[src/rtl/timebase_sched.sv]
// Shared prescaler tick (every DIV_VAL+1 cycles) driving NUM_CH countdown channels; done follows expiring tick by 1 cycle.
// No backpressure: strobes sampled every cycle; define TIMEBASE_AUTORELOAD_EN to build periodic mode.
module timebase_sched #(
  parameter int DIV_VAL = 9999999,
  parameter int NUM_CH  = 4,
  parameter int CNT_W   = 8
) (
  input  logic                    clk,
  input  logic                    rst_n,
  input  logic [NUM_CH-1:0]       start,
  input  logic [NUM_CH-1:0]       cancel,
  input  logic [NUM_CH*CNT_W-1:0] load_val,
  input  logic [NUM_CH-1:0]       auto_reload,
  output logic                    tick,
  output logic [NUM_CH-1:0]       busy,
  output logic [NUM_CH-1:0]       done
);

  localparam int PW = $clog2(DIV_VAL + 1);
  localparam logic [PW-1:0] DIV_P = PW'(DIV_VAL);

  localparam logic [0:0] IDLE  = 1'b0;
  localparam logic [0:0] ARMED = 1'b1;

  logic [PW-1:0] presc;

  always_ff @(posedge clk or negedge rst_n) begin
    if (!rst_n) begin
      presc <= '0;
      tick  <= 1'b0;
    end else if (presc == DIV_P) begin
      presc <= '0;
      tick  <= 1'b1;
    end else begin
      presc <= presc + 1'b1;
      tick  <= 1'b0;
    end
  end

`ifndef TIMEBASE_AUTORELOAD_EN
  logic unused_auto_reload;
  assign unused_auto_reload = ^auto_reload;
`endif

  for (genvar i = 0; i < NUM_CH; i++) begin : g_ch
    logic [0:0]       state;
    logic [CNT_W-1:0] remaining;
    logic             done_r;
    logic [CNT_W-1:0] ld;
`ifdef TIMEBASE_AUTORELOAD_EN
    logic [CNT_W-1:0] reload_val;
    logic             periodic;
`endif

    assign ld      = load_val[i*CNT_W +: CNT_W];
    assign busy[i] = (state == ARMED);
    assign done[i] = done_r;

    // cancel beats start beats tick; a start also swallows a coincident tick
    always_ff @(posedge clk or negedge rst_n) begin
      if (!rst_n) begin
        state      <= IDLE;
        remaining  <= '0;
        done_r     <= 1'b0;
`ifdef TIMEBASE_AUTORELOAD_EN
        reload_val <= '0;
        periodic   <= 1'b0;
`endif
      end else begin
        done_r <= 1'b0;
        if (cancel[i]) begin
          state     <= IDLE;
          remaining <= '0;
        end else if (start[i]) begin
          if (ld == '0) begin
            done_r    <= 1'b1;
            state     <= IDLE;
            remaining <= '0;
          end else begin
            state      <= ARMED;
            remaining  <= ld;
`ifdef TIMEBASE_AUTORELOAD_EN
            reload_val <= ld;
            periodic   <= auto_reload[i];
`endif
          end
        end else if (state == ARMED && tick && remaining != '0) begin
          if (remaining == CNT_W'(1)) begin
            done_r <= 1'b1;
`ifdef TIMEBASE_AUTORELOAD_EN
            if (periodic) begin
              remaining <= reload_val;
            end else begin
              state     <= IDLE;
              remaining <= '0;
            end
`else
            state     <= IDLE;
            remaining <= '0;
`endif
          end else begin
            remaining <= remaining - 1'b1;
          end
        end
      end
    end
  end

endmodule

[config.mk]
export PLATFORM = sky130hd
export DESIGN_NAME = timebase_sched
export DESIGN_NICKNAME = d
export VERILOG_FILES = /design/src/rtl/timebase_sched.sv
export SDC_FILE = /design/constraint.sdc
export NUM_CORES = 1
export LEC_CHECK = 0
export ABC_CLOCK_PERIOD_IN_PS = 1800
export CAP_MARGIN = 20
export CORE_MARGIN = 2
export CORE_UTILIZATION = 50
export DETAILED_ROUTE_END_ITERATION = 7
export GPL_TIMING_DRIVEN = 0
export MAX_ROUTING_LAYER = met4
export PLACE_DENSITY_LB_ADDON = 0.25
export SYNTH_ARGS = -nofsm -noshare
export SYNTH_HDL_FRONTEND = slang
export SYNTH_SLANG_ARGS = --single-unit
[constraint.sdc]
create_clock -name clk -period 1.8 [get_ports clk]
set_input_delay 0.27 -clock clk [delete_from_list [all_inputs] [get_ports clk]]
set_output_delay 0.27 -clock clk [all_outputs]
set_load 0.005 [all_outputs]
* After elaboration in Yosys (flattened, before gate mapping)
Index checks and enable logic that the tools add are counted.
Widths: inputs -> output; s select.
** Storage, ports and cells
- Bits in registers :: 65
- Output and inout port bits :: 9
- Memory bits (read-only) :: 0
- Bits in writable memories :: 0
- Latch bits :: 0
- Memories :: 0
** Operators by class
- Add/subtract/negate cells :: 5
- Multiplexer cells :: 62
- Shift-type cells :: 0
- $mul :: 0
- Equal/unequal tests :: 5
- Divide/modulo/power cells :: 0
- $lt $le $gt $ge :: 0
- Reduce and logical (&&, ||, !) cells :: 28
- Bitwise logic cells :: 0
** Operator list (number)
- $mux 8 :: 20
- $mux 1 :: 41
- $eq 8x1->1 const B :: 4
- $logic_not 8->1 :: 4
- $reduce_bool 8->1 :: 4
- $sub 8x1->8 const B :: 4
- $add 24x1->24 const B :: 1
- $eq 24x24->1 const B :: 1
- $mux 24 :: 1
- $reduce_bool 3->1 :: 8
- $logic_and 1x1->1 :: 8
- $reduce_and 2->1 :: 4

* Logic depth before layout (Yosys ltp)
- Depth in word-level cells :: 5
- Mapped depth :: 6
- Depth with buffers taken out :: 6

* Least setup slack after synthesis
OpenSTA, ideal clock, no wires.
- Kind :: register -> register
- From :: reg g_ch[2].remaining[1]
- To :: reg g_ch[2].remaining[4]
- Setup slack :: 0.070 ns
- Setup time :: 0.136 ns
- Required time :: 1.664 ns
- Stages on the path, launching flop included :: 7
- Data arrival time :: 1.594 ns
- Cells stage by stage :: dfrtp_1 inv_1 ha_1 or4b_2 a32o_1 o21ai_0 a21oi_1
** Between the ends
- Longest elaborated chain between the ends :: 5
- Elaborated cells between the ends (all ways) :: 9
- Classes of those cells :: add/sub: 1; eq/ne: 1; mux: 4; reduce/logical: 3
** RTL lines
- start: declaration :: line 47 : logic [CNT_W-1:0] remaining;
- start signal: assignment :: line 81 : remaining <= ld;
- start signal: assignment :: line 102 : remaining <= remaining - 1'b1;
- $sub 8x1->8 / $eq 8x1->1 (equally long branches) :: line 102, 88
- $mux 8 :: line 88 : if (remaining == CNT_W'(1)) begin
- $mux 8 :: line 87 : end else if (state == ARMED && tick && remaining != '0) begin
- $mux 8 :: line 74 : end else if (start[i]) begin
- $mux 8 :: line 71 : if (cancel[i]) begin
Parallel ways exist; a longest one is shown, timed or not. The select of a mux whose other input is x is not followed.
A chain may end at the register's enable or synchronous reset.

* Final worst setup path
- From :: reg g_ch[2].remaining[0]
- To :: reg g_ch[2].remaining[1]
The elaborated chain is that of the path after synthesis.

==> flow_summary.ini <==
[run_status]
status = complete, no violations

[min_path]
hold_path.class = primary input to async pin

[power_and_ir_drop]
comb_power_share_pct = 21.8
seq_power_share_pct = 46.7
intPower_mw = 2.47
switching_share_pct = 28.2
cellLeakagePower_nw = 2.16
ir_worst_vdd_v = 0.000399
p_sw_uw = 971
powerDensity_mw_per_mm2 = 639
clock_power_share_pct = 31.5

[synth]
synth-async-reset-ratio_pct = 100
synth_adder_area_share_pct = 3.85
synthCells = 467
synth-edff-count = 0
synth-simple-area-share_pct = 27.1
synth_top_family_by_area = simple AND/OR/NAND/NOR gates
ys_seq_elements = 65
synth-seq-area-share_pct = 38.5
synth.cell_area_mm2 = 0.00422
synthXorXnorAreaFrac_pct = 3.73
synthMuxAreaShare_pct = 1.95
syn-num-nets = 526
ys.flop_type = dfrtp_1
syn_avg_cell_area_um2 = 9.05
yosysWarnings = 0
ys_types = 63
synth-compound-area-share_pct = 19.6

[drt]
drc = 0
ant_nets = 0
drtPass1Iterations = 6
viasPerCell = 6.15
first_iter_violations = 161
vias = 3988
wl_per_cell_um = 16.2
drt-total-wl_um = 10500

[setup_path]
reg2reg_slack_ns = 0.04
end_kind = flop
worstPathRequired_ns = 2.04
crit_arrival_ns = 2.00
cp_max_fo = 5
critPathKind = flop to flop
crit_path_start_kind = flop

[finish]
layout-drive-gt1-share_pct = 19.3
diodes = 0
area_growth_pct = 27.6
final_nets = 600
mostFrequentLayoutCells = dfrtp_1, clkdlybuf4s50_1, nand2_1
final_common_cell = dfrtp_1
final_cells = 648
final_area_mm2 = 0.00539

[clock_tree]
insertion_delay_ns = 0.33
ctsHoldBuffers = 0
path_clk_slew_ns = 0.07
cts_htree_levels = 3
cts_tree = yes
cts_buffer_depth = 2
cts_buffers = 9
clock-sinks = 65
cts.root.buffer_cell = clkbuf_8

[place]
io_buffers = 45
dpl.hpwl_um = 7100
place_area_mm2 = 0.00480
dp_cells = 617
place.gp.congestion = 0.957

[timing]
tightestPinTransition_ns = 0.790
hold_viol = 0
relSlewSlack_pct = 47.3
timing.hold.ws_ns = 0.0122
post-route-period-util_pct = 97.7
rsz0062_at_grt = yes
skew_ns = 0.00761
finalCriticalPeriod_ns = 1.76
setup_tns_ns = 0
finalSetupViolCount = 0
fmax_ghz = 0.569
maxSlewViolCount = 0

[die]
start_util_pct = 51.4
coreArea_mm2 = 0.00822
die_y_um = 95.9
num_rows = 33
dieWidth_um = 95.9
dieArea_mm2 = 0.00920
ios = 55

[global_route]
global_route.overflow_total = 0
antenna_found_initial = 0
track_usage_pct = 24.0
grt_first_pass_wirelength_um = 17000
grt_pass1_vias = 3703
grt_max_degree = 66

[run]
maxCapViolations = 0
-- final cells by class --
type | count | area (um2)
repair buffers | 62 | 579
clock buffers | 13 | 169
fillers | 691 | 2830
plain buffers | 24 | 134
multi-input cells | 355 | 2660
well taps | 105 | 131
inverters | 24 | 90.1
flip-flops and latches | 65 | 1630
-- power by group through the flow --
stage / Clock [mW] / Sequential (mW) / Combinational (mW)
CTS: 1.11 / 1.60 / 0.652
global route: 1.19 / 1.62 / 0.826
global placement: 0 / 1.61 / 0.617
finish: 1.08 / 1.61 / 0.752
floorplan: 0 / 1.60 / 0.399
detailed placement: 0 / 1.62 / 0.621
-- per-stage QoR --
step | setup slack [ns] | util [%] | power [mW]
2_1_floorplan | 0.0701 | - | 2.00
3_3_place_gp | -1.70 | 58.5 | 2.23
3_5_place_dp | -0.132 | 58.5 | 2.24
4_1_cts | 0.00255 | 62.0 | 3.36
5_1_grt | -0.0363 | 65.6 | 3.63
6_report | 0.0420 | 65.6 | 3.44
-- path summary, 6_finish.rpt --
check | startpoint | to | depth (start not counted)
max in group asynchronous | rst_n | g_ch[0].remaining[0] | 1
worst min register to register | presc[0] | presc[0] | 1
worst max register to register | g_ch[2].remaining[0] | g_ch[2].remaining[1] | 6
worst min-delay path | rst_n | g_ch[2].remaining[1] | 1
worst max-delay path | g_ch[2].remaining[0] | g_ch[2].remaining[1] | 6
min in group clk | cancel[0] | g_ch[0].state | 2
-- worst max-delay path, cell delays in order (launching register included) --
cell and delay [ns]:
dfrtp_2 0.43, inv_2 0.08, ha_4 0.17, nor3b_4 0.17, a21oi_2 0.26, mux2_2 0.37
o31ai_1 0.18
-- cells in the mapped netlist, drive strengths merged, types with 6 or more instances --
cell type,instances,area [um2]
clkbuf,12,47.6
o21ai,15,75.1
nand3,17,85.1
inv,21,78.8
xnor2,8,70.1
o211ai,13,97.6
and3,8,52.6
nor3b,10,75.1
nand4,11,83.8
or4,12,109
nor3,20,100
buf,12,83.8
or3,6,38.8
o22ai,8,50.1
a21oi,24,124
a32o,7,70.1
dfrtp,65,1630
xor2,10,87.6
and2,6,38.8
a31oi,6,43.8
nor2,37,139
o31ai,6,45.0
nor4,18,161
a22oi,6,45.0
ha,13,163
mux2i,6,60.1
nand2,37,139
-- logic make-up after synthesis --
logic type / Yosys count
multiplexers: 8
AND/OR/NAND/NOR: 198
XOR/XNOR: 18
buffers and inverters: 48
adder cells (fa/ha/maj): 13
AO/OA/AOI/OAI: 117
flip-flops: 65
-- state kept, by name (all words and copies together) (netlist names) --
| name | flops |
|---|---|
| g_ch.done_r | 4 |
| tick | 1 |
| presc | 24 |
| g_ch.remaining | 32 |
| g_ch.state | 4 |
-- metal layers --
layer | part of all wire (%) | vias to the layer above | routed length, um | global-route usage [%]
met2 | 48 | 120 | 4980 | 37.5
met3 | 5.0 | 23 | 525 | 3.21
met1 | 45 | 1939 | 4760 | 32.4
met4 | 2.0 | 0 | 208 | 8.33
met5 | 0 | - | 0 | -
li1 | - | 1906 | - | -
-- what timing repair did --
action	CTS	global route
gates cloned	0	1
buffers inserted	4	13
resized for setup	20	38
pin swaps	2	12
setup endpoints to repair	28	44
No activity file was read; power rests on OpenSTA's default activity.
